--- config.mk ---
export PLATFORM = sky130hd
export DESIGN_NAME = audio_mix_sequencer_flat
export DESIGN_NICKNAME = d
export VERILOG_FILES = /design/src/rtl/audio_mix_pkg.sv /design/src/rtl/audio_mix_sequencer_if.sv /design/src/rtl/mixseq_mac.sv /design/src/rtl/audio_mix_sequencer.sv /design/src/flat_wrapper.sv
export SDC_FILE = /design/constraint.sdc
export NUM_CORES = 1
export LEC_CHECK = 0
export ABC_AREA = 1
export BUFFER_PORTS_ARGS = -buffer_cell sky130_fd_sc_hd__buf_2
export CORE_MARGIN = 2
export CORE_UTILIZATION = 61
export CTS_BUF_LIST = sky130_fd_sc_hd__clkbuf_8
export DETAILED_ROUTE_END_ITERATION = 8
export PLACE_DENSITY_LB_ADDON = 0.3
export SYNTH_ARGS = -nofsm -noshare
export SYNTH_HDL_FRONTEND = slang
export SYNTH_SLANG_ARGS = --single-unit
--- constraint.sdc ---
create_clock -name clk24 -period 4.21 [get_ports clk24]
set_input_delay 0.842 -clock clk24 [delete_from_list [all_inputs] [get_ports clk24]]
set_output_delay 0.842 -clock clk24 [all_outputs]
set_load 0.01 [all_outputs]
--- src/rtl/audio_mix_pkg.sv ---
// Shared types and constants for the audio mix sequencer.
// Holds the FSM state encoding, datapath widths and the dither LFSR constants.
package audio_mix_pkg;

  typedef enum logic [1:0] {
    ST_IDLE = 2'd0,
    ST_MAC  = 2'd1,
    ST_SAT  = 2'd2
  } mix_state_e;

  localparam int SAMPLE_W = 8;
  localparam int GAIN_W   = 4;
  localparam int ACC_W    = 16;
  localparam int OUT_W    = 16;
  localparam int PROD_W   = SAMPLE_W + GAIN_W;

  localparam logic [15:0] LFSR_TAPS = 16'hB400;
  localparam logic [15:0] LFSR_SEED = 16'hACE1;

  // One step of the right-shifting Galois LFSR used for output dither.
  function automatic logic [15:0] lfsr_step(input logic [15:0] cur);
    logic [15:0] shifted;
    shifted = {1'b0, cur[15:1]};
    if (cur[0]) begin
      return shifted ^ LFSR_TAPS;
    end else begin
      return shifted;
    end
  endfunction

endpackage

--- src/rtl/audio_mix_sequencer_if.sv ---
// Bus bundle between the sound sources / config port and the mix sequencer.
// The master side drives samples and configuration; the slave (sequencer)
// returns the mixed sample and status.
interface audio_mix_sequencer_if #(
  parameter int NCH = 8
);
  import audio_mix_pkg::*;

  logic [NCH*SAMPLE_W-1:0] ch_in;
  logic [NCH-1:0]          ch_en;
  logic                    cfg_we;
  logic [2:0]              cfg_addr;
  logic [GAIN_W-1:0]       cfg_gain;
  logic                    clip_clr;
  logic [OUT_W-1:0]        mix_out;
  logic                    mix_valid;
  logic                    busy;
  logic                    clip;

  modport master (
    output ch_in, ch_en, cfg_we, cfg_addr, cfg_gain, clip_clr,
    input  mix_out, mix_valid, busy, clip
  );

  modport slave (
    input  ch_in, ch_en, cfg_we, cfg_addr, cfg_gain, clip_clr,
    output mix_out, mix_valid, busy, clip
  );

endinterface

--- src/rtl/mixseq_mac.sv ---
// Shared multiply-accumulate unit: one 8x4 unsigned product per enabled
// cycle is added into a 16-bit accumulator. clr zeroes the accumulator and
// takes priority over en.
module mixseq_mac
  import audio_mix_pkg::*;
(
  input  logic                clk24,
  input  logic                reset,
  input  logic                clr,
  input  logic                en,
  input  logic [SAMPLE_W-1:0] sample,
  input  logic [GAIN_W-1:0]   gain,
  output logic [ACC_W-1:0]    acc
);

  logic [PROD_W-1:0] prod_s;
  logic [ACC_W-1:0]  acc_r;

  // Unsigned 8x4 product, widened before multiplying so no bits are lost.
  always_comb begin
    prod_s = PROD_W'(sample) * PROD_W'(gain);
  end

  // Accumulator register with clear/enable.
  always_ff @(posedge clk24) begin
    if (reset) begin
      acc_r <= {ACC_W{1'b0}};
    end else if (clr) begin
      acc_r <= {ACC_W{1'b0}};
    end else if (en) begin
      acc_r <= acc_r + ACC_W'(prod_s);
    end else begin
      acc_r <= acc_r;
    end
  end

  assign acc = acc_r;

endmodule

--- src/rtl/audio_mix_sequencer.sv ---
// Time-multiplexed audio mixer: every SAMPLE_DIV clocks it snapshots the
// enabled channel samples and their gains, runs them through one shared MAC
// over NCH cycles, then shifts and saturates to a 16-bit output sample.
// Optional build macro: MIXSEQ_DITHER_EN adds 2 LSBs of LFSR dither to the
// accumulator before shift/saturation.
module audio_mix_sequencer
  import audio_mix_pkg::*;
#(
  parameter int NCH        = 8,
  parameter int SAMPLE_DIV = 512,
  parameter int OUT_SHIFT  = 2,
  parameter int GAIN_RESET = 4
) (
  input  logic                 clk24,
  input  logic                 reset,
  audio_mix_sequencer_if.slave bus
);

  localparam int IDX_W  = (NCH > 1) ? $clog2(NCH) : 1;
  localparam int DIV_W  = (SAMPLE_DIV > 1) ? $clog2(SAMPLE_DIV) : 1;
  // One spare bit so accumulator plus dither cannot wrap before the shift.
  localparam int FULL_W = ACC_W + OUT_SHIFT + 1;

  localparam logic [IDX_W-1:0]  IDX_LAST  = IDX_W'(NCH - 1);
  localparam logic [DIV_W-1:0]  DIV_LAST  = DIV_W'(SAMPLE_DIV - 1);
  localparam logic [GAIN_W-1:0] GAIN_INIT = GAIN_W'(GAIN_RESET);

  // The schedule needs room for snapshot, NCH MAC cycles and saturation.
  if (SAMPLE_DIV < NCH + 3) begin : g_div_check
    $error("SAMPLE_DIV must be at least NCH+3");
  end

  logic [DIV_W-1:0]    div_r;
  logic                tick_s;
  mix_state_e          state_r;
  mix_state_e          state_s;
  logic [IDX_W-1:0]    idx_r;
  logic [GAIN_W-1:0]   gain_r  [NCH];
  logic [SAMPLE_W-1:0] snap_r  [NCH];
  logic [GAIN_W-1:0]   gsnap_r [NCH];
  logic                mac_clr_s;
  logic                mac_en_s;
  logic [ACC_W-1:0]    acc_s;
  logic [FULL_W-1:0]   pre_s;
  logic [FULL_W-1:0]   full_s;
  logic                sat_s;
  logic [OUT_W-1:0]    mix_out_r;
  logic                mix_valid_r;
  logic                busy_r;
  logic                clip_r;

  assign tick_s = (div_r == DIV_LAST);

  // Free-running sample-rate divider.
  always_ff @(posedge clk24) begin
    if (reset) begin
      div_r <= {DIV_W{1'b0}};
    end else if (tick_s) begin
      div_r <= {DIV_W{1'b0}};
    end else begin
      div_r <= div_r + DIV_W'(1);
    end
  end

  // FSM state register.
  always_ff @(posedge clk24) begin
    if (reset) begin
      state_r <= ST_IDLE;
    end else begin
      state_r <= state_s;
    end
  end

  // FSM next-state and MAC control.
  always_comb begin
    state_s   = state_r;
    mac_clr_s = 1'b0;
    mac_en_s  = 1'b0;
    case (state_r)
      ST_IDLE: begin
        if (tick_s) begin
          state_s   = ST_MAC;
          mac_clr_s = 1'b1;
        end else begin
          state_s   = ST_IDLE;
        end
      end
      ST_MAC: begin
        mac_en_s = 1'b1;
        if (idx_r == IDX_LAST) begin
          state_s = ST_SAT;
        end else begin
          state_s = ST_MAC;
        end
      end
      ST_SAT: begin
        state_s = ST_IDLE;
      end
      default: begin
        state_s = ST_IDLE;
      end
    endcase
  end

  // Gain register file; addresses at or above NCH match no entry.
  always_ff @(posedge clk24) begin
    for (int k = 0; k < NCH; k++) begin
      if (reset) begin
        gain_r[k] <= GAIN_INIT;
      end else if (bus.cfg_we && (int'(bus.cfg_addr) == k)) begin
        gain_r[k] <= bus.cfg_gain;
      end else begin
        gain_r[k] <= gain_r[k];
      end
    end
  end

  // Shadow copies of samples and gains, frozen for the whole sample.
  always_ff @(posedge clk24) begin
    for (int k = 0; k < NCH; k++) begin
      if (reset) begin
        snap_r[k]  <= {SAMPLE_W{1'b0}};
        gsnap_r[k] <= {GAIN_W{1'b0}};
      end else if ((state_r == ST_IDLE) && tick_s) begin
        snap_r[k]  <= bus.ch_en[k] ? bus.ch_in[k*SAMPLE_W +: SAMPLE_W] : {SAMPLE_W{1'b0}};
        gsnap_r[k] <= gain_r[k];
      end else begin
        snap_r[k]  <= snap_r[k];
        gsnap_r[k] <= gsnap_r[k];
      end
    end
  end

  // Channel index walked by the MAC phase.
  always_ff @(posedge clk24) begin
    if (reset) begin
      idx_r <= {IDX_W{1'b0}};
    end else begin
      case (state_r)
        ST_IDLE: idx_r <= {IDX_W{1'b0}};
        ST_MAC:  idx_r <= idx_r + IDX_W'(1);
        ST_SAT:  idx_r <= {IDX_W{1'b0}};
        default: idx_r <= {IDX_W{1'b0}};
      endcase
    end
  end

  mixseq_mac u_mac (
    .clk24  (clk24),
    .reset  (reset),
    .clr    (mac_clr_s),
    .en     (mac_en_s),
    .sample (snap_r[idx_r]),
    .gain   (gsnap_r[idx_r]),
    .acc    (acc_s)
  );

`ifdef MIXSEQ_DITHER_EN
  logic [15:0] lfsr_r;

  // Dither LFSR, advanced once per finished sample.
  always_ff @(posedge clk24) begin
    if (reset) begin
      lfsr_r <= LFSR_SEED;
    end else if (state_r == ST_SAT) begin
      lfsr_r <= lfsr_step(lfsr_r);
    end else begin
      lfsr_r <= lfsr_r;
    end
  end

  // Accumulator plus dither, shifted, with overflow detection.
  always_comb begin
    pre_s  = FULL_W'(acc_s) + FULL_W'(lfsr_r[1:0]);
    full_s = pre_s << OUT_SHIFT;
    sat_s  = |full_s[FULL_W-1:OUT_W];
  end
`else
  // Accumulator shifted to output scale, with overflow detection.
  always_comb begin
    pre_s  = FULL_W'(acc_s);
    full_s = pre_s << OUT_SHIFT;
    sat_s  = |full_s[FULL_W-1:OUT_W];
  end
`endif

  // Registered outputs: sample, valid pulse, busy and sticky clip.
  always_ff @(posedge clk24) begin
    if (reset) begin
      mix_out_r   <= {OUT_W{1'b0}};
      mix_valid_r <= 1'b0;
      busy_r      <= 1'b0;
      clip_r      <= 1'b0;
    end else begin
      busy_r      <= (state_s != ST_IDLE);
      mix_valid_r <= (state_r == ST_SAT);
      if (state_r == ST_SAT) begin
        mix_out_r <= sat_s ? {OUT_W{1'b1}} : full_s[OUT_W-1:0];
      end else begin
        mix_out_r <= mix_out_r;
      end
      // A saturation on the same edge as a clear leaves the flag set.
      if ((state_r == ST_SAT) && sat_s) begin
        clip_r <= 1'b1;
      end else if (bus.clip_clr) begin
        clip_r <= 1'b0;
      end else begin
        clip_r <= clip_r;
      end
    end
  end

  assign bus.mix_out   = mix_out_r;
  assign bus.mix_valid = mix_valid_r;
  assign bus.busy      = busy_r;
  assign bus.clip      = clip_r;

endmodule

--- src/flat_wrapper.sv ---
// flat-port wrapper written by rule: the top's interface ports become plain ports
module audio_mix_sequencer_flat import audio_mix_pkg::*;
#(
  parameter int NCH        = 8,
  parameter int SAMPLE_DIV = 512,
  parameter int OUT_SHIFT  = 2,
  parameter int GAIN_RESET = 4
)
  (clk24, reset, bus_ch_in, bus_ch_en, bus_cfg_we, bus_cfg_addr, bus_cfg_gain, bus_clip_clr, bus_mix_out, bus_mix_valid, bus_busy, bus_clip);
  audio_mix_sequencer_if #(.NCH(NCH)) bus_i ();
  input  logic clk24;
  input  logic reset;
  input wire logic [$bits(bus_i.ch_in)-1:0] bus_ch_in;
  input wire logic [$bits(bus_i.ch_en)-1:0] bus_ch_en;
  input wire logic [$bits(bus_i.cfg_we)-1:0] bus_cfg_we;
  input wire logic [$bits(bus_i.cfg_addr)-1:0] bus_cfg_addr;
  input wire logic [$bits(bus_i.cfg_gain)-1:0] bus_cfg_gain;
  input wire logic [$bits(bus_i.clip_clr)-1:0] bus_clip_clr;
  output wire logic [$bits(bus_i.mix_out)-1:0] bus_mix_out;
  output wire logic [$bits(bus_i.mix_valid)-1:0] bus_mix_valid;
  output wire logic [$bits(bus_i.busy)-1:0] bus_busy;
  output wire logic [$bits(bus_i.clip)-1:0] bus_clip;
  assign bus_i.ch_in = bus_ch_in;
  assign bus_i.ch_en = bus_ch_en;
  assign bus_i.cfg_we = bus_cfg_we;
  assign bus_i.cfg_addr = bus_cfg_addr;
  assign bus_i.cfg_gain = bus_cfg_gain;
  assign bus_i.clip_clr = bus_clip_clr;
  assign bus_mix_out = bus_i.mix_out;
  assign bus_mix_valid = bus_i.mix_valid;
  assign bus_busy = bus_i.busy;
  assign bus_clip = bus_i.clip;
  audio_mix_sequencer #(.NCH(NCH), .SAMPLE_DIV(SAMPLE_DIV), .OUT_SHIFT(OUT_SHIFT), .GAIN_RESET(GAIN_RESET)) u_core (.clk24(clk24), .reset(reset), .bus(bus_i));
endmodule
==> results.txt, run 1 <==
final RePlAce weighted congestion: 0.844
ys flop type: edfxtp_1
1st-pass router iterations: 6
post-synthesis sequential area ratio: 52.0%
Pwr Density: 341 nW/um^2
Maximum Capacitance Violations: 0
largest net degree at the start of global routing: 58
Hold Crit Class: register to register
Cell Area, Synth: 9230 sq um
fin util: 75.6%
die area: 16100 sq um
post-layout power: 3780 uW
Syn Inst Count: 1086
CTS root buf: clkbuf_8
CTS buffer count: 17
critical path launch point type: register
Worst-Margin Slew: 0.683 ns
CTS Buffer Depth: 2
Worst Path Arrival: 4.59 ns
initial antenna violation count: 0
WP data required: 4.58 ns
diode count: 0
DRT iter0 DRCs: 726
area of the core: 14600 sq um
Final setup viols: 2
Leak Pwr: 0.00513 uW
Worst Reg-to-Reg Cells: 21
worst setup path startpoint: u_core.idx_r[0]
row count: 44
CTS clock-pin slew for the worst setup and hold paths: 0.09 ns
CTS H-tree lvls: 4
FFs w/ async S/R, synth: 0%
Syn-to-layout area delta: 20.0%
area leader, netlist: edfxtp_1
RSZ-0062 raised after global routing: true
vias per cell: 5.23
Routed WL: 21.4 mm
R2R setup slack: -0.01 ns
global route overflow: 0
failing checks: setup timing
Hold Crit Endpoint: u_core.div_r[0]
final setup skew: 0.0108 ns
FF-to-FF Start: u_core.idx_r[0]
Buffers on Ports: 101
share of cells above drive strength 1: 23.2%
Residual DRC: 0
synth top area cells: edfxtp_1, nor2_1, dfxtp_1
final hold vios: 0
dpl hpwl: 13.6 mm
highest clock rate: 237 MHz
Final TNS setup: -0.0176 ns
CP max stage cell: fa_1
final cell count without fillers: 1410
number of global-route vias before repair: 6988
EDFF count, synth: 128
critical setup path kind: register to register
Final WS setup: -0.0122 ns
ANT nets after route: 0
Fill cells: 988
DIE WIDTH: 127 um
Worst R2R End: u_core.u_mac.acc[15]
status: complete, but fails checks
worst path cell trace: buf_12, buf_6, mux2i_1, o22ai_2, o21ai_4, nor2_4, fa_2, fa_1, inv_2, fa_1, inv_2, ha_4, nand2_4, nor2_4, nand2_2, nand3_2, nand2_2, nand2_2, nand3_2, nand2_1, nor2_1
Peak VDD IR: 0.000275 V
crit-path max FO: 8
Post-Place Cells: 1362
synthesized net count: 1216
Min-Delay Path Depth: 1
Final nets: 1344
# clock sinks: 176
initial core utilization: 63.0%
Tcrit/Tclk final: 100%
Crit path largest cell delay: 0.54 ns
Worst path most repeated cell: nand2_2
gr usage total: 25.0%
first-pass GRT wire length: 31.8 mm
drt wl/cell: 15.2 um
most common cell in the netlist: nor2_1
yosys warns: 0
Avg Cell Area, Syn: 8.50 sq um
Tmin final: 4.22 ns
Distinct cells, synth: 35
top cell type's share of synthesized area: 41.6%
final slew viol count: 0
worst hold start: u_core.div_r[0]
Crit. End Element: register
Clk Latency, worst-skew pair: 0.47 ns
CTS tree: built
vias post-DR: 7376
synth cell count leaders: nor2_1, inv_1, nand2_1, edfxtp_1, o21ai_0
Top Ports: 102
worst rel slew slack: 54.5%
flops & latches, synth: 176
chip height: 127 um
-- metrics by stage --
step,setup WS [ns],hold slack (ns),cell area [sq um]
2_1_floorplan,0.340,0.418,9230
3_3_place_gp,-0.0778,0.434,9980
3_5_place_dp,-0.139,0.446,9980
4_1_cts,0.000520,0.460,10500
5_1_grt,-0.203,0.479,11100
6_report,-0.0122,0.459,11100
-- critical path, delay by kind of cell, from the launching register on --
kind	cells	cell delay, ns
AND/OR/NAND/NOR	10	0.76
flip-flops	1	0.51
adder cells (fa/ha/maj)	4	1.84
AO/OA/AOI/OAI	2	0.44
buffers and inverters	4	0.36
multiplexers	1	0.20
-- routing by layer --
layer	vias up	track usage, %	share of wire [%]
li1	3634	-	-
met1	3391	30.6	40
met2	291	44.4	51
met3	60	4.61	5.3
met4	0	9.18	3.2
met5	-	0	0
-- power by group --
group | leakage [uW] | total, uW | switching (uW) | internal (uW)
registers | 0.00161 | 1950 | 24.0 | 1920
clock network | 0.000204 | 1240 | 642 | 595
logic | 0.00331 | 599 | 361 | 238
-- worst max-delay path by stage --
stage | end | slack [ns] | depth (start not counted)
2_1_floorplan | u_core.u_mac.acc[9] | 0.34 | 22
3_3_place_gp | u_core.u_mac.acc[15] | -0.08 | 24
3_5_place_dp | u_core.u_mac.acc[15] | -0.14 | 24
4_1_cts | u_core.u_mac.acc[14] | 0.0005 | 23
5_1_grt | u_core.u_mac.acc[11] | -0.20 | 24
6_report | u_core.u_mac.acc[15] | -0.01 | 21
-- registers in the layout, summed over array words and instances (netlist names) --
name                  count
u_core.state_r            2
u_core.snap_r            64
u_core.bus.clip           1
u_core.div_r              9
u_core.gain_r            32
u_core.bus.mix_valid      1
u_core.bus.mix_out       15
u_core.idx_r              3
u_core.u_mac.acc         16
u_core.gsnap_r           32
u_core.bus.busy           1
-- cell type report --
cell class / instances / area [sq um] / share of cell area, %
clock inverters: 14 / 185 / 1.67
multi-input cells: 641 / 3730 / 33.6
repair buffers: 140 / 988 / 8.92
flip-flops and latches: 176 / 4810 / 43.4
well taps: 184 / 230 / 2.08
clock buffers: 17 / 234 / 2.11
inverters: 238 / 906 / 8.18
-- what timing repair did --
action                                  CTS  global route
pin swaps                                 1            46
hold endpoints to repair                  0             0
buffers inserted                          0            11
endpoints found under the setup margin   11            12
gates resized for setup                  12           113
hold buffers                              0             0
gates cloned                              1             5
-- cells in the final DEF, fill, tap and decap left out, types with 19 or more instances in the layout --
cell	instances
nor2_1	243
inv_1	215
edfxtp_1	128
nand2_1	122
buf_2	101
dfxtp_1	47
o21ai_0	43
a21oi_1	32
o21ai_1	28
buf_4	25
o21ai_2	20
inv_2	20
ha_1	19
-- kinds of logic after synthesis --
| logic type | synth area share [%] |
|---|---|
| mux | 0.434 |
| simple gates | 18.9 |
| flops | 52.0 |
| xor+xnor | 0.380 |
| buf+inv | 11.9 |
| fa+ha+maj | 8.08 |
| compound gates | 8.31 |
No activity file was read; power rests on OpenSTA's default activity.
==> run 2, diff against run 1 <==
CORE_ASPECT_RATIO = 0.9   (was unset)
==> results.txt, run 2 (synthesized netlist as in run 1, its figures left out) <==
Final setup viols: 3 (was 2)
final hold vios: 0 (unchanged)
ANT nets after route: 0 (unchanged)
Final WS setup: -0.0701 ns (was -0.0122 ns)
Tcrit/Tclk final: 102% (was 100%)
Residual DRC: 0 (unchanged)
Clk Latency, worst-skew pair: 0.48 ns (was 0.47 ns)
DIE WIDTH: 134 um (was 127 um)
drt wl/cell: 14.5 um (was 15.2 um)
crit-path max FO: 10 (was 8)
status: complete, but fails checks (unchanged)
DR WL met2: 10.1 mm (was 10.9 mm)
dpl hpwl: 13.3 mm (was 13.6 mm)
post-layout power: 3740 uW (was 3780 uW)
delay-heaviest family, CP: adder cells (unchanged)
R2R setup slack: -0.07 ns (was -0.01 ns)
commonest cells after routing, fill and taps aside: nor2_1, inv_1, edfxtp_1 (unchanged)
Crit. End Element: register (unchanged)
CP max stage cell: fa_1 (unchanged)
Tmin final: 4.28 ns (was 4.22 ns)
global route overflow: 0 (unchanged)
max reg flops: 64 (unchanged)
Peak VDD IR: 0.000279 V (was 0.000275 V)
WP data required: 4.59 ns (was 4.58 ns)
design area: 11100 sq um (about the same)
gr usage total: 24.5% (was 25.0%)
DRT iter0 DRCs: 660 (was 726)
final slew viol count: 0 (unchanged)
failing checks: setup timing (unchanged)
Maximum Capacitance Violations: 0 (unchanged)
area of the core: 14800 sq um (was 14600 sq um)
Largest regs: u_core.snap_r (64), u_core.gain_r (32), u_core.gsnap_r (32) (unchanged)
chip height: 121 um (was 127 um)
Crit path largest cell delay: 0.54 ns (about the same)
critical path launch point type: register (unchanged)
worst rel slew slack: 50.4% (was 54.5%)
highest clock rate: 234 MHz (was 237 MHz)
Routed WL: 20.7 mm (was 21.4 mm)
Met1 Wirelength: 8.52 mm (was 8.64 mm)
largest net degree at the start of global routing: 46 (was 58)
Pwr Density: 338 nW/um^2 (was 341 nW/um^2)
Worst-Margin Slew: 0.744 ns (was 0.683 ns)
Syn-to-layout area delta: 20.0% (about the same)
metal3 WL: 1.35 mm (was 1.13 mm)
row count: 42 (was 44)
final setup skew: 0.0113 ns (was 0.0108 ns)
Leak Pwr: 0.00514 uW (was 0.00513 uW)
final RePlAce weighted congestion: 0.919 (was 0.844)
vias post-DR: 7480 (was 7376)
diode count: 0 (unchanged)
die area: 16100 sq um (about the same)
Biggest register: u_core.snap_r (unchanged)
CTS tree: built (unchanged)
critical setup path kind: register to register (unchanged)
commonest non-fill, non-tap cell in the layout: nor2_1 (unchanged)
CTS Buffer Depth: 2 (unchanged)
Top Ports: 102 (unchanged)
Buffers on Ports: 101 (unchanged)
number of global-route vias before repair: 6915 (was 6988)
buffers and inverters on the worst path: 8 (was 4)
dpl ws: -0.120 ns (was -0.139 ns)
top layer in use: met4 (unchanged)
Fill cells: 1001 (was 988)
placed instance area: 9960 sq um (was 9980 sq um)
CTS buffer count: 17 (unchanged)
initial antenna violation count: 0 (unchanged)
Final nets: 1346 (was 1344)
CTS root buf: clkbuf_8 (unchanged)
vias per cell: 5.24 (was 5.23)
1st-pass router iterations: 5 (was 6)
# clock sinks: 176 (unchanged)
RSZ-0062 raised after global routing: true (unchanged)
first-pass GRT wire length: 31.1 mm (was 31.8 mm)
Worst Path Arrival: 4.66 ns (was 4.59 ns)
CTS clock-pin slew for the worst setup and hold paths: 0.10 ns (was 0.09 ns)
initial core utilization: 62.5% (was 63.0%)
Hold Crit Class: register to register (unchanged)
share of cells above drive strength 1: 23.6% (was 23.2%)
hold buffers post-CTS: 0 (unchanged)
CTS H-tree lvls: 4 (unchanged)
run 2: changes by cell type in the layout (fill, tap and decap cells not counted), sizes merged:
cell / delta
bufinv: -1
clkbuf: -3
inv: -2
clkinvlp: -2
clkinv: +6
buf: +5
run 2: final timing paths:
path	from	endpoint	cells after the start
max	u_core.idx_r[0]	u_core.u_mac.acc[8]	25
min	u_core.div_r[0]	u_core.div_r[0]	1
max reg2reg	u_core.idx_r[0]	u_core.u_mac.acc[8]	25
min reg2reg	u_core.div_r[0]	u_core.div_r[0]	1
run 2: worst reg2reg max path, delay by kind of cell (launching register included):
| family | cells | cell delay, ns |
|---|---|---|
| and+or+nand+nor | 9 | 0.67 |
| AOI/OAI and AO/OA | 3 | 0.44 |
| xor gates and xnor gates | 1 | 0.12 |
| adders and majority gates | 4 | 1.85 |
| DFF | 1 | 0.41 |
| buffers and inverters | 8 | 0.70 |
run 2: metrics by stage:
| step | util [%] | hold slack, ns | cells | setup TNS (ns) |
|---|---|---|---|---|
| after floorplan | - | 0.418 | 1086 | 0 |
| after global placement | 67.5 | 0.433 | 1373 | -0.133 |
| after detailed placement | 67.5 | 0.442 | 1373 | -0.725 |
| after CTS | 70.8 | 0.462 | 1406 | 0 |
| after global routing | 75.0 | 0.485 | 1427 | -1.62 |
| final | 75.0 | 0.457 | 1427 | -0.0802 |
run 2: cell type report:
| cell class | count | area (sq um) | share of cell area (%) |
|---|---|---|---|
| clock buffers | 17 | 234 | 2.11 |
| clock inverters | 15 | 180 | 1.63 |
| inverters | 238 | 917 | 8.28 |
| multi-input cells | 641 | 3730 | 33.7 |
| flip-flops and latches | 176 | 4810 | 43.4 |
| well taps | 198 | 248 | 2.24 |
| repair buffers | 142 | 961 | 8.67 |
run 2: metal layers:
| metal | global-route usage, % | vias to the layer above |
|---|---|---|
| met2 | 41.7 | 321 |
| li1 | - | 3640 |
| met4 | 6.45 | 0 |
| met3 | 6.12 | 67 |
| met5 | 0 | - |
| met1 | 31.7 | 3452 |
run 2: what timing repair did:
action | in CTS | in global routing
pin swaps | 1 | 38
cloned | 1 | 2
endpoints found under the setup margin | 10 | 12
resized for setup | 8 | 131
setup buffers | 0 | 19
run 2: where the power goes:
| group | leakage (uW) | switching, uW | internal [uW] | total [uW] |
|---|---|---|---|---|
| logic | 0.00332 | 354 | 233 | 587 |
| clock network | 0.000208 | 662 | 547 | 1210 |
| registers | 0.00161 | 24.6 | 1920 | 1950 |
==> run 3, diff against run 2 <==
ABC_AREA = unset   (was 1)
SYNTH_HIERARCHICAL = 1   (was unset)
==> results.txt, run 3 <==
status: complete, but fails checks (unchanged)
failing checks: setup timing (unchanged)
drt wl/cell: 17.3 um (was 14.5 um)
CTS Buffer Depth: 2 (unchanged)
worst hold start: u_core/bus.clip (was u_core.div_r[0])
synth cell count leaders: edfxtp_1, nor2_1, and3_1, and2_1, inv_1 (was nor2_1, inv_1, nand2_1, edfxtp_1, o21ai_0)
ys flop type: edfxtp_1 (unchanged)
Final setup viols: 10 (was 3)
dpl hpwl: 12.9 mm (was 13.3 mm)
Clk Latency, worst-skew pair: 0.46 ns (was 0.48 ns)
final setup skew: 0.0116 ns (was 0.0113 ns)
synthesized net count: 838 (was 1216)
number of global-route vias before repair: 5905 (was 6915)
Synth Area in Adders: 8.49% (was 8.08%)
commonest non-fill, non-tap cell in the layout: edfxtp_1 (was nor2_1)
CTS clock-pin slew for the worst setup and hold paths: 0.10 ns (about the same)
max reg flops: 64 (unchanged)
CTS buffer count: 17 (unchanged)
most common cell in the netlist: edfxtp_1 (was nor2_1)
WP data required: 4.56 ns (was 4.59 ns)
crit-path max FO: 5 (was 10)
largest net degree at the start of global routing: 52 (was 46)
Top Ports: 102 (unchanged)
Crit. End Element: register (unchanged)
Crit path largest cell delay: 0.52 ns (was 0.54 ns)
post-synthesis mux area share: 9.55% (was 0.434%)
Biggest register: u_core/snap_r (was u_core.snap_r)
highest clock rate: 211 MHz (was 234 MHz)
CP max stage cell: fa_2 (was fa_1)
first-pass GRT wire length: 28.7 mm (was 31.1 mm)
gr usage total: 24.5% (about the same)
Largest regs: u_core/snap_r (64), u_core/gain_r (32), u_core/gsnap_r (32) (was u_core.snap_r (64), u_core.gain_r (32), u_core.gsnap_r (32))
Syn-to-layout area delta: 19.2% (was 20.0%)
ANT nets after route: 0 (unchanged)
initial core utilization: 62.5% (about the same)
global route overflow: 0 (unchanged)
die area: 15400 sq um (was 16100 sq um)
critical path launch point type: register (unchanged)
Peak VDD IR: 0.000314 V (was 0.000279 V)
largest family of logic cells by synthesized area: simple AND/OR/NAND/NOR gates (unchanged)
vias per cell: 5.56 (was 5.24)
Leak Pwr: 0.00446 uW (was 0.00514 uW)
DIE WIDTH: 130 um (was 134 um)
Hold WS: 0.483 ns (was 0.457 ns)
final hold vios: 0 (unchanged)
Worst Path Arrival: 5.08 ns (was 4.66 ns)
flops & latches, synth: 176 (unchanged)
final RePlAce weighted congestion: 0.907 (was 0.919)
commonest cells after routing, fill and taps aside: edfxtp_1, buf_2, nor2_1 (was nor2_1, inv_1, edfxtp_1)
post-synthesis sequential area ratio: 54.7% (was 52.0%)
RSZ-0062 raised after global routing: true (unchanged)
Maximum Capacitance Violations: 0 (unchanged)
Buffers on Ports: 101 (unchanged)
Final nets: 972 (was 1346)
CTS tree: built (unchanged)
vias post-DR: 5825 (was 7480)
Worst-Margin Slew: 1.07 ns (was 0.744 ns)
Tcrit/Tclk final: 112% (was 102%)
initial antenna violation count: 0 (unchanged)
share of cells above drive strength 1: 32.7% (was 23.6%)
dpl ws: -0.553 ns (was -0.120 ns)
CTS root buf: clkbuf_8 (unchanged)
area of the core: 14100 sq um (was 14800 sq um)
final slew viol count: 0 (unchanged)
Cell Area, Synth: 8780 sq um (was 9230 sq um)
hold buffers post-CTS: 0 (unchanged)
worst path cell trace: buf_6, buf_4, mux4_2, mux2_4, and2_4, fa_1, fa_1, inv_2, fa_2, inv_2, ha_4, a211o_1, a221o_1, a221oi_4, nor2b_2, xnor2_1, nor2_1
row count: 41 (was 42)
post-layout power: 3710 uW (was 3740 uW)
FFs w/ async S/R, synth: 0% (unchanged)
synth top area cells: edfxtp_1, dfxtp_1, mux4_1 (was edfxtp_1, nor2_1, dfxtp_1)
EDFF count, synth: 128 (unchanged)
post-synthesis compound-gate area fraction: 3.39% (was 8.31%)
yosys warns: 6 (was 0)
FF-to-FF Start: u_core/idx_r[0] (was u_core.idx_r[0])
worst rel slew slack: 28.3% (was 50.4%)
Synth Area in XOR/XNOR: 1.60% (was 0.379%)
area leader, netlist: edfxtp_1 (unchanged)
Syn Inst Count: 708 (was 1086)
1st-pass router iterations: 5 (unchanged)
Synth Area in Simple Gates: 18.0% (was 18.9%)
top cell type's share of synthesized area: 43.8% (was 41.6%)
Hold Crit Class: register to register (unchanged)
Residual DRC: 0 (unchanged)
worst setup path startpoint: u_core/idx_r[0] (was u_core.idx_r[0])
Distinct cells, synth: 48 (was 35)
CTS H-tree lvls: 4 (unchanged)
chip height: 118 um (was 121 um)
critical setup path kind: register to register (unchanged)
Pwr Density: 354 nW/um^2 (was 338 nW/um^2)
# clock sinks: 176 (unchanged)
Avg Cell Area, Syn: 12.4 sq um (was 8.50 sq um)
Final WS setup: -0.526 ns (was -0.0701 ns)
DRT iter0 DRCs: 387 (was 660)
Tmin final: 4.74 ns (was 4.28 ns)
Routed WL: 18.2 mm (was 20.7 mm)
diode count: 0 (unchanged)
## run 3: cells by family (layout without fill, tap and decap cells)
family,after synthesis,after routing
XOR/XNOR,16,16
adder cells (fa/ha/maj),47,47
flip-flops,176,176
multiplexers,44,44
AO/OA/AOI/OAI,46,46
AND/OR/NAND/NOR,291,291
buffers and inverters,88,235
## run 3: worst max-delay path, delay by kind of cell, from the launching register on
kind / cells / cell delay, ns
adders and majority gates: 4 / 1.62
AOI/OAI and AO/OA: 3 / 0.95
muxes: 2 / 0.81
DFF: 1 / 0.43
buffers and inverters: 4 / 0.34
and+or+nand+nor: 3 / 0.30
xor gates and xnor gates: 1 / 0.17
## run 3: metal layers
metal | vias to the layer above | routed length (um) | global-route usage, %
met3 | 25 | 827 | 5.45
met4 | 0 | 329 | 7.71
met5 | - | 0 | 0
met2 | 168 | 9380 | 41.2
li1 | 2762 | - | -
met1 | 2870 | 7630 | 31.8
## run 3: timing repair
action,in CTS,in global routing
resized for setup,32,25
setup buffers,3,6
pin swaps,6,29
setup endpoints to repair,11,11
cloned,0,1
## run 3: area by class of cell
type	instances	area (sq um)
clock inverters	15	170
inverters	51	191
well taps	193	241
flip-flops and latches	176	4810
multi-input cells	444	3830
repair buffers	152	987
fillers	923	3590
clock buffers	17	234
## run 3: per-stage QoR
step / area (sq um) / cells / util (%) / setup TNS, ns
floorplan: 8870 / 708 / - / -0.894
global placement: 9790 / 1006 / 69.6 / -3.27
detailed placement: 9790 / 1006 / 69.6 / -3.96
CTS: 10300 / 1041 / 73.4 / -2.93
global route: 10500 / 1048 / 74.5 / -5.27
finish: 10500 / 1048 / 74.5 / -3.78
## run 3: path summary, 6_finish.rpt
path	to	slack, ns	depth (start not counted)
worst max-delay path	u_core/u_mac/acc[13]	-0.53	17
worst min-delay path	u_core/bus.clip	0.48	2
worst max register to register	u_core/u_mac/acc[13]	-0.53	17
worst min register to register	u_core/bus.clip	0.48	2
## run 3: report_power, final
part | switching [uW] | internal (uW) | leakage (uW)
Clock | 665 | 498 | 0.000198
Sequential | 24.3 | 1920 | 0.00161
Combinational | 294 | 302 | 0.00265
